--- src/rtl/ariane_pkg.sv ---
// Shared types for the divider issue/writeback shell.
// Divide op encoding, transaction id width, FSM states, op decode.
package ariane_pkg;

    localparam int TRANS_ID_BITS = 3;

    typedef enum logic [2:0] {
        DIV,
        DIVU,
        REM,
        REMU,
        DIVW,
        DIVUW,
        REMW,
        REMUW
    } div_op_e;

    typedef enum logic [1:0] {
        S_IDLE,
        S_ISSUE,
        S_WAIT,
        S_HOLD
    } div_state_e;

    // opcode: 0 udiv, 1 div, 2 urem, 3 rem
    typedef struct packed {
        logic [1:0] opcode;
        logic       word;
        logic       sgn;
    } div_dec_t;

endpackage

--- src/rtl/div_frontend.sv ---
// Issue/writeback shell around serdiv: one op in flight.
// Ports: clk_i/rst_ni; flush_i; req_* issue handshake (op, a, b, id);
//   div_* to/from serdiv (delayed-valid in, valid/ready out);
//   wb_* registered writeback handshake; busy_o when not idle.
module div_frontend
    import ariane_pkg::*;
#(
    parameter int unsigned WIDTH = 64
) (
    input  logic                     clk_i,
    input  logic                     rst_ni,
    input  logic                     flush_i,
    input  logic                     req_valid_i,
    output logic                     req_ready_o,
    input  logic [2:0]               req_op_i,
    input  logic [WIDTH-1:0]         req_a_i,
    input  logic [WIDTH-1:0]         req_b_i,
    input  logic [TRANS_ID_BITS-1:0] req_id_i,
    output logic                     div_in_vld_o,
    input  logic                     div_in_rdy_i,
    output logic [WIDTH-1:0]         div_op_a_o,
    output logic [WIDTH-1:0]         div_op_b_o,
    output logic [1:0]               div_opcode_o,
    output logic [TRANS_ID_BITS-1:0] div_id_o,
    output logic                     div_flush_o,
    input  logic                     div_out_vld_i,
    output logic                     div_out_rdy_o,
    input  logic [WIDTH-1:0]         div_res_i,
    input  logic [TRANS_ID_BITS-1:0] div_id_i,
    output logic                     wb_valid_o,
    input  logic                     wb_ready_i,
    output logic [TRANS_ID_BITS-1:0] wb_id_o,
    output logic [WIDTH-1:0]         wb_result_o,
    output logic                     busy_o
);

    function automatic div_dec_t decode(input logic [2:0] op);
        div_dec_t d;
        d = '0;
        unique case (div_op_e'(op))
            DIV:   d = '{2'd1, 1'b0, 1'b1};
            DIVU:  d = '{2'd0, 1'b0, 1'b0};
            REM:   d = '{2'd3, 1'b0, 1'b1};
            REMU:  d = '{2'd2, 1'b0, 1'b0};
            DIVW:  d = '{2'd1, 1'b1, 1'b1};
            DIVUW: d = '{2'd0, 1'b1, 1'b0};
            REMW:  d = '{2'd3, 1'b1, 1'b1};
            REMUW: d = '{2'd2, 1'b1, 1'b0};
        endcase
        return d;
    endfunction

    function automatic logic [WIDTH-1:0] ext32(
        input logic [31:0] x,
        input logic        s
    );
        return {{(WIDTH-32){s & x[31]}}, x};
    endfunction

    div_state_e               state_q;
    logic [WIDTH-1:0]         op_a_q, op_b_q;
    logic [1:0]               opc_q;
    logic [TRANS_ID_BITS-1:0] id_q;
    logic                     word_q;
    logic [WIDTH-1:0]         res_q;
    logic [TRANS_ID_BITS-1:0] rid_q;
    logic                     in_vld_q, out_rdy_q, wb_vld_q;

    div_dec_t                 dec;
    logic [WIDTH-1:0]         op_a_d, op_b_d, res_d;
    logic                     accept;

    always_comb begin
        dec    = decode(req_op_i);
        op_a_d = req_a_i;
        op_b_d = req_b_i;
        if (dec.word) begin
            op_a_d = ext32(req_a_i[31:0], dec.sgn);
            op_b_d = ext32(req_b_i[31:0], dec.sgn);
        end
        // W-ops always sign-extend the 32-bit result, even unsigned ones
        res_d = word_q ? ext32(div_res_i[31:0], 1'b1) : div_res_i;
    end

    // A request arriving together with a flush is refused outright
    assign req_ready_o = (state_q == S_IDLE) & div_in_rdy_i & ~flush_i;
    assign accept      = req_valid_i & req_ready_o;

    always_ff @(posedge clk_i or negedge rst_ni) begin
        if (!rst_ni) begin
            state_q   <= S_IDLE;
            op_a_q    <= '0;
            op_b_q    <= '0;
            opc_q     <= '0;
            id_q      <= '0;
            word_q    <= 1'b0;
            res_q     <= '0;
            rid_q     <= '0;
            in_vld_q  <= 1'b0;
            out_rdy_q <= 1'b0;
            wb_vld_q  <= 1'b0;
        end else if (flush_i) begin
            state_q   <= S_IDLE;
            op_a_q    <= '0;
            op_b_q    <= '0;
            opc_q     <= '0;
            id_q      <= '0;
            word_q    <= 1'b0;
            res_q     <= '0;
            rid_q     <= '0;
            in_vld_q  <= 1'b0;
            out_rdy_q <= 1'b0;
            wb_vld_q  <= 1'b0;
        end else begin
            unique case (state_q)
                S_IDLE: begin
                    if (accept) begin
                        op_a_q   <= op_a_d;
                        op_b_q   <= op_b_d;
                        opc_q    <= dec.opcode;
                        id_q     <= req_id_i;
                        word_q   <= dec.word;
                        in_vld_q <= 1'b1;
                        state_q  <= S_ISSUE;
                    end
                end
                S_ISSUE: begin
                    in_vld_q  <= 1'b0;
                    out_rdy_q <= 1'b1;
                    state_q   <= S_WAIT;
                end
                S_WAIT: begin
                    if (div_out_vld_i) begin
                        res_q     <= res_d;
                        rid_q     <= div_id_i;
                        out_rdy_q <= 1'b0;
                        wb_vld_q  <= 1'b1;
                        state_q   <= S_HOLD;
                    end
                end
                S_HOLD: begin
                    if (wb_ready_i) begin
                        wb_vld_q <= 1'b0;
                        state_q  <= S_IDLE;
                    end
                end
            endcase
        end
    end

    assign div_in_vld_o  = in_vld_q;
    assign div_op_a_o    = op_a_q;
    assign div_op_b_o    = op_b_q;
    assign div_opcode_o  = opc_q;
    assign div_id_o      = id_q;
    assign div_flush_o   = flush_i;
    assign div_out_rdy_o = out_rdy_q;
    assign wb_valid_o    = wb_vld_q;
    assign wb_id_o       = rid_q;
    assign wb_result_o   = res_q;
    assign busy_o        = (state_q != S_IDLE);

endmodule

--- config.mk ---
export PLATFORM = sky130hd
export DESIGN_NAME = div_frontend
export DESIGN_NICKNAME = d
export VERILOG_FILES = /design/src/rtl/ariane_pkg.sv /design/src/rtl/div_frontend.sv
export SDC_FILE = /design/constraint.sdc
export NUM_CORES = 1
export LEC_CHECK = 0
export CORE_AREA = 5 5 159 161
export CTS_CLUSTER_DIAMETER = 80
export DETAILED_ROUTE_END_ITERATION = 8
export DIE_AREA = 0 0 164 166
export PLACE_DENSITY = 0.74
export SETUP_SLACK_MARGIN = 0.02
export SLEW_MARGIN = 10
export SYNTH_ARGS = -nofsm -noshare
export SYNTH_HDL_FRONTEND = slang
export SYNTH_SLANG_ARGS = --single-unit
export TNS_END_PERCENT = 1
--- constraint.sdc ---
create_clock -name clk_i -period 3.6 [get_ports clk_i]
set_input_delay 0.54 -clock clk_i [delete_from_list [all_inputs] [get_ports clk_i]]
set_output_delay 0.54 -clock clk_i [all_outputs]
set_load 0.03 [all_outputs]
; ---- After elaboration in Yosys (flattened, before gate mapping)
; Memory sizes are Yosys's and may differ from the RTL's.
; Index checks and enable logic that the tools add are counted.
[classes]
n_eq_ne = 6
muxes = 39
n_bitwise = 6
n_reduce_logical = 15
[ops]
columns = cell, n
row1 = $mux W64, 12
row2 = $mux W3, 6
row3 = $mux W2, 7
row4 = $mux W1, 10
row5 = $reduce_bool A2 Y1, 5
row6 = $ne A3 B3 Y1 const B, 3
row7 = $reduce_bool A3 Y1, 3
row8 = $pmux W2 S4, 1
row9 = $reduce_and A2 Y1, 4
row10 = $pmux W1 S2, 3
row11 = $reduce_and A3 Y1, 2
row12 = $and A1 B1 Y1, 5
row13 = $eq A2 B2 Y1 const B, 2
row14 = $eq A2 B1 Y1 const B, 1
row15 = $logic_not A2 Y1, 1
row16 = $not A1 Y1, 1
[word_totals]
reg_bits = 206
rom_bits = 32
inputBits = 208
output_inout_bits = 206
word_cells = 78
memories = 1
[memory_table]
columns = name, depth, word_bits, rd, rd_ports_with_merged_regs, write_ports, line_no
row1 = (no name shown), 8, 4, 1, 0, 0, div_frontend.sv:40  ; unique case (div_op_e'(op))

; ---- Depth between registers and ports, before layout
[logic_depth]
depth_word = 7
mapped_depth = 8

; ---- Least setup slack after synthesis
; No wires, ideal clock.
[synth_timing]
kind = in2out
start = input port flush_i
end = output port req_ready_o
t_arrival_ns = 1.483
required_ns = 3.060
setup_slack_ns = 1.577
path_stages = 4
path_buffers = 3
path_cell_list = buf_2 > buf_2 > buf_1 > nor2_1
[synth_between]
elab_chain_len = 2
[synth_rtl]
columns = element, line_no
row1 = from (decl), div_frontend.sv:12  ; input logic flush_i,
row2 = $not A1 Y1, div_frontend.sv:86  ; assign req_ready_o = (state_q == S_IDLE) & div_in_rdy_i & ~flush_i;
row3 = $and A1 B1 Y1, div_frontend.sv:86
row4 = to (decl), div_frontend.sv:14  ; output logic req_ready_o,
; Every way passes these cells.

; ---- Worst setup path in the final report
[layout_timing]
start = register state_q[0]
end = output port req_ready_o
[layout_between]
elab_chain_len = 3
[layout_rtl]
columns = element, line_no
row1 = from (decl), div_frontend.sv:60  ; div_state_e state_q;
row2 = from (signal assigned), div_frontend.sv:91  ; state_q <= S_IDLE;
row3 = from (signal assigned), div_frontend.sv:103  ; state_q <= S_IDLE;
row4 = from (signal assigned), div_frontend.sv:124  ; state_q <= S_ISSUE;
row5 = $logic_not A2 Y1, div_frontend.sv:86
row6 = $and A1 B1 Y1 (2 in a row), div_frontend.sv:86
; Every way passes these cells.

==> impl_metrics.py <==
metrics = {
    "setup_path": {
        "cp.arrival_ps": 2390,
        "r2r-end": "div_op_b_o[56]$_DFFE_PN0P_",
        "crit_path_max_fanout": 6,
        "slowest_delay_ps": 680,
        "cp_cell_sequence": "inv_1, ha_1, nand2_1, nor2_1, clkdlybuf4s50_1",
        "crit_family": "buffers and inverters",
        "slowest_stage": "clkdlybuf4s50_1",
        "path_buf_inv": 2,
        "end_kind": "output port",
        "cp.depth": 5,
        "required_ps": 3060,
        "crit_type": "reg2out",
        "reg2reg_depth": 6,
        "r2r-start": "state_q[0]$_DFFE_PN0P_",
        "reg2reg_slack_ps": 1120,
        "start_kind": "register",
    },
    "timing": {
        "fmax_mhz": 341,
        "fin_crit_ps": 2930,
        "worstMarginPinSlew_ps": 957,
        "setup_viol": 0,
        "min_period_over_period_pct": 81.4,
        "hold_viol": 0,
        "rsz0062_at_grt": "no",
        "finalMaxSlewViolations": 0,
        "clock_skew_ps": 5.38,
        "setup-tns-final_ps": 0,
        "relSlewSlack_pct": 36.1,
    },
    "route": {
        "wl_mm": 30.2,
        "drtAntennaViolNets": 0,
        "post_drt_wl_per_cell_um": 19.3,
        "drc": 0,
        "num_vias": 7856,
        "firstDrtPassIters": 4,
        "vias_per_cell": 5.01,
        "drt-initial-drc-count": 509,
    },
    "hold_path": {
        "min_path_type": "in2async",
    },
    "power": {
        "total_power_w": 0.00761,
        "pwr-share-seq_pct": 36.7,
        "p_sw_share_pct": 33.8,
        "pwr-share-clk_pct": 30.9,
        "powerDensity_nw_per_um2": 550,
        "ir_drop_v": 0.000419,
        "p_sw_w": 0.00257,
        "cellLeakagePower_nw": 5.91,
        "combPwrFrac_pct": 32.5,
        "p_int_w": 0.00504,
    },
    "global_routing": {
        "grt_max_degree": 90,
        "top_usage_layer": "met2",
        "grtUsageMet3_pct": 7.32,
        "antenna_found_initial": 0,
        "grt_pass1_wl_mm": 46.5,
        "grt_usage_pct": 21.4,
        "grt_pass1_vias": 7886,
        "use_met1_pct": 27.0,
        "grt_util_met2_pct": 35.1,
        "grt_overflow": 0,
    },
    "yosys": {
        "yosys_warnings": 0,
        "synth_ff_type": "dfrtp_1",
        "syn_area_per_cell_sq_um": 10.3,
        "ys_types": 33,
        "syn-cell-area_sq_um": 8770,
        "synthSimpleGateAreaFrac_pct": 14.8,
        "ys_seq_area_share_pct": 58.8,
        "synth_top_family_by_area": "compound AO/OA/AOI/OAI gates",
        "synth-async-reset-ratio_pct": 100,
        "synth_edf_count": 0,
        "synth_fp_nets": 1065,
        "synth_mux_area_share_pct": 0.357,
        "synth_compound_area_share_pct": 19.4,
        "syn_inst": 853,
        "ys_ff_latch": 206,
        "synth_fa_ha_area_share_pct": 0.571,
        "synth-xor-area-share_pct": 0,
    },
    "clock_network": {
        "cts_tree": "done",
        "post-cts-setup-buffer-count": 0,
        "cts_made_buffers": 23,
        "clock_sinks": 206,
        "cts-resized-gates": 0,
        "clock_latency_ps": 490,
        "root_buffer": "clkbuf_16",
        "cts.clk_slew.worst_paths_ps": 60,
        "clockBufferDepth": 3,
        "htree_levels": 1,
        "cts_hold_buffers": 0,
    },
    "status": {
        "status": "complete, no violations",
    },
    "layout": {
        "area.sequential_sq_um": 5150,
        "mostFrequentLayoutCells": "410 x clkdlybuf4s50_1, 206 x dfrtp_1, 142 x nand2_1",
        "drive_above_1_share_pct": 5.87,
        "fillers": 2084,
        "syn2layout_area_growth_pct": 57.8,
        "multi_input_area_sq_um": 3120,
        "fin_util_pct": 58.1,
        "fin_cells": 1568,
        "layout_commonest_cell": "clkdlybuf4s50_1",
        "antennaDiodeCount": 0,
        "final_cell_area_sq_um": 13800,
        "layout.nets": 1444,
    },
    "placement": {
        "place.gp.congestion": 0.820,
        "post-place-cells": 1531,
        "placed_area_sq_um": 13100,
        "hpwl_mm": 20.9,
        "portBuffers": 413,
    },
    "die": {
        "start_util_pct": 36.8,
        "die_y_um": 166,
        "core_sq_um": 23800,
        "die_area_sq_um": 27200,
        "ios": 414,
        "die_x_um": 164,
        "row_count": 57,
    },
    "flow_run": {
        "cap_violations": 0,
    },
}
## flip-flops by register name, summed over array words and instances, names as in the netlist
name	flops
div_op_b_o	64
div_id_o	3
div_in_vld_o	1
div_opcode_o	2
wb_result_o	64
div_op_a_o	64
wb_valid_o	1
wb_id_o	3
div_out_rdy_o	1
state_q	2
word_q	1
## kinds of logic after synthesis
kind of cell	count (synthesis)
buf+inv	114
compound gates	242
simple gates	284
mux	3
flops	206
fa+ha+maj	4
## power by group through the flow
| stage | sequential (W) | combinational, W | clock (W) |
|---|---|---|---|
| final | 0.00279 | 0.00247 | 0.00235 |
| after global routing | 0.00283 | 0.00263 | 0.00252 |
| after CTS | 0.00279 | 0.00249 | 0.00242 |
| after detailed placement | 0.00283 | 0.00249 | 0 |
| after global placement | 0.00282 | 0.00246 | 0 |
| after floorplan | 0.00339 | 0.000776 | 0 |
## through the flow
| step | hold WS (ps) | setup WS, ps |
|---|---|---|
| floorplan | 244 | 1580 |
| global placement | 487 | 1070 |
| detailed placement | 491 | 1070 |
| CTS | 115 | 678 |
| global route | 141 | 584 |
| finish | 97.5 | 670 |
## cells in the mapped netlist (2+ instances only)
| cell | count | share of area (%) |
|---|---|---|
| buf_1 | 8 | 0.34 |
| a211oi_2 | 10 | 1.4 |
| nand3b_1 | 32 | 2.7 |
| o21ai_0 | 32 | 1.8 |
| dfrtp_1 | 206 | 59 |
| nand3_1 | 2 | 0.11 |
| o31ai_1 | 32 | 2.7 |
| inv_1 | 37 | 1.6 |
| nor2_1 | 69 | 3.0 |
| mux2i_1 | 2 | 0.23 |
| a211oi_1 | 23 | 2.0 |
| buf_6 | 5 | 0.64 |
| ha_1 | 4 | 0.57 |
| nand2_1 | 142 | 6.1 |
| nand2b_1 | 35 | 2.5 |
| buf_4 | 13 | 1.1 |
| buf_2 | 18 | 1.0 |
| a22o_1 | 67 | 6.7 |
| a21oi_1 | 71 | 4.1 |
| clkbuf_1 | 32 | 1.4 |
## worst max-delay path by stage
stage / endpoint / slack [ps] / startpoint
after floorplan: req_ready_o / 1580 / flush_i
after global placement: req_ready_o / 1070 / div_in_rdy_i
after detailed placement: div_op_b_o[25]$_DFFE_PN0P_ / 1070 / div_in_rdy_i
after CTS: req_ready_o / 680 / state_q[0]$_DFFE_PN0P_
after global routing: req_ready_o / 580 / state_q[0]$_DFFE_PN0P_
final: req_ready_o / 670 / state_q[0]$_DFFE_PN0P_
## routing by layer
| metal | wire length [um] | vias up |
|---|---|---|
| met5 | 0 | - |
| met4 | 766 | 0 |
| met3 | 3240 | 50 |
| met2 | 14300 | 348 |
| met1 | 12000 | 3800 |
| li1 | - | 3658 |
## cell type report
cell class	count	area share [%]
Clock buffer	31	4.81
Clock inverter	6	0.579
Inverter	38	1.03
Multi-Input combinational cell	533	22.5
Sequential cell	206	37.3
Tap cell	324	2.93
Timing Repair Buffer	430	30.9
Power figures use the tool's default switching activity.
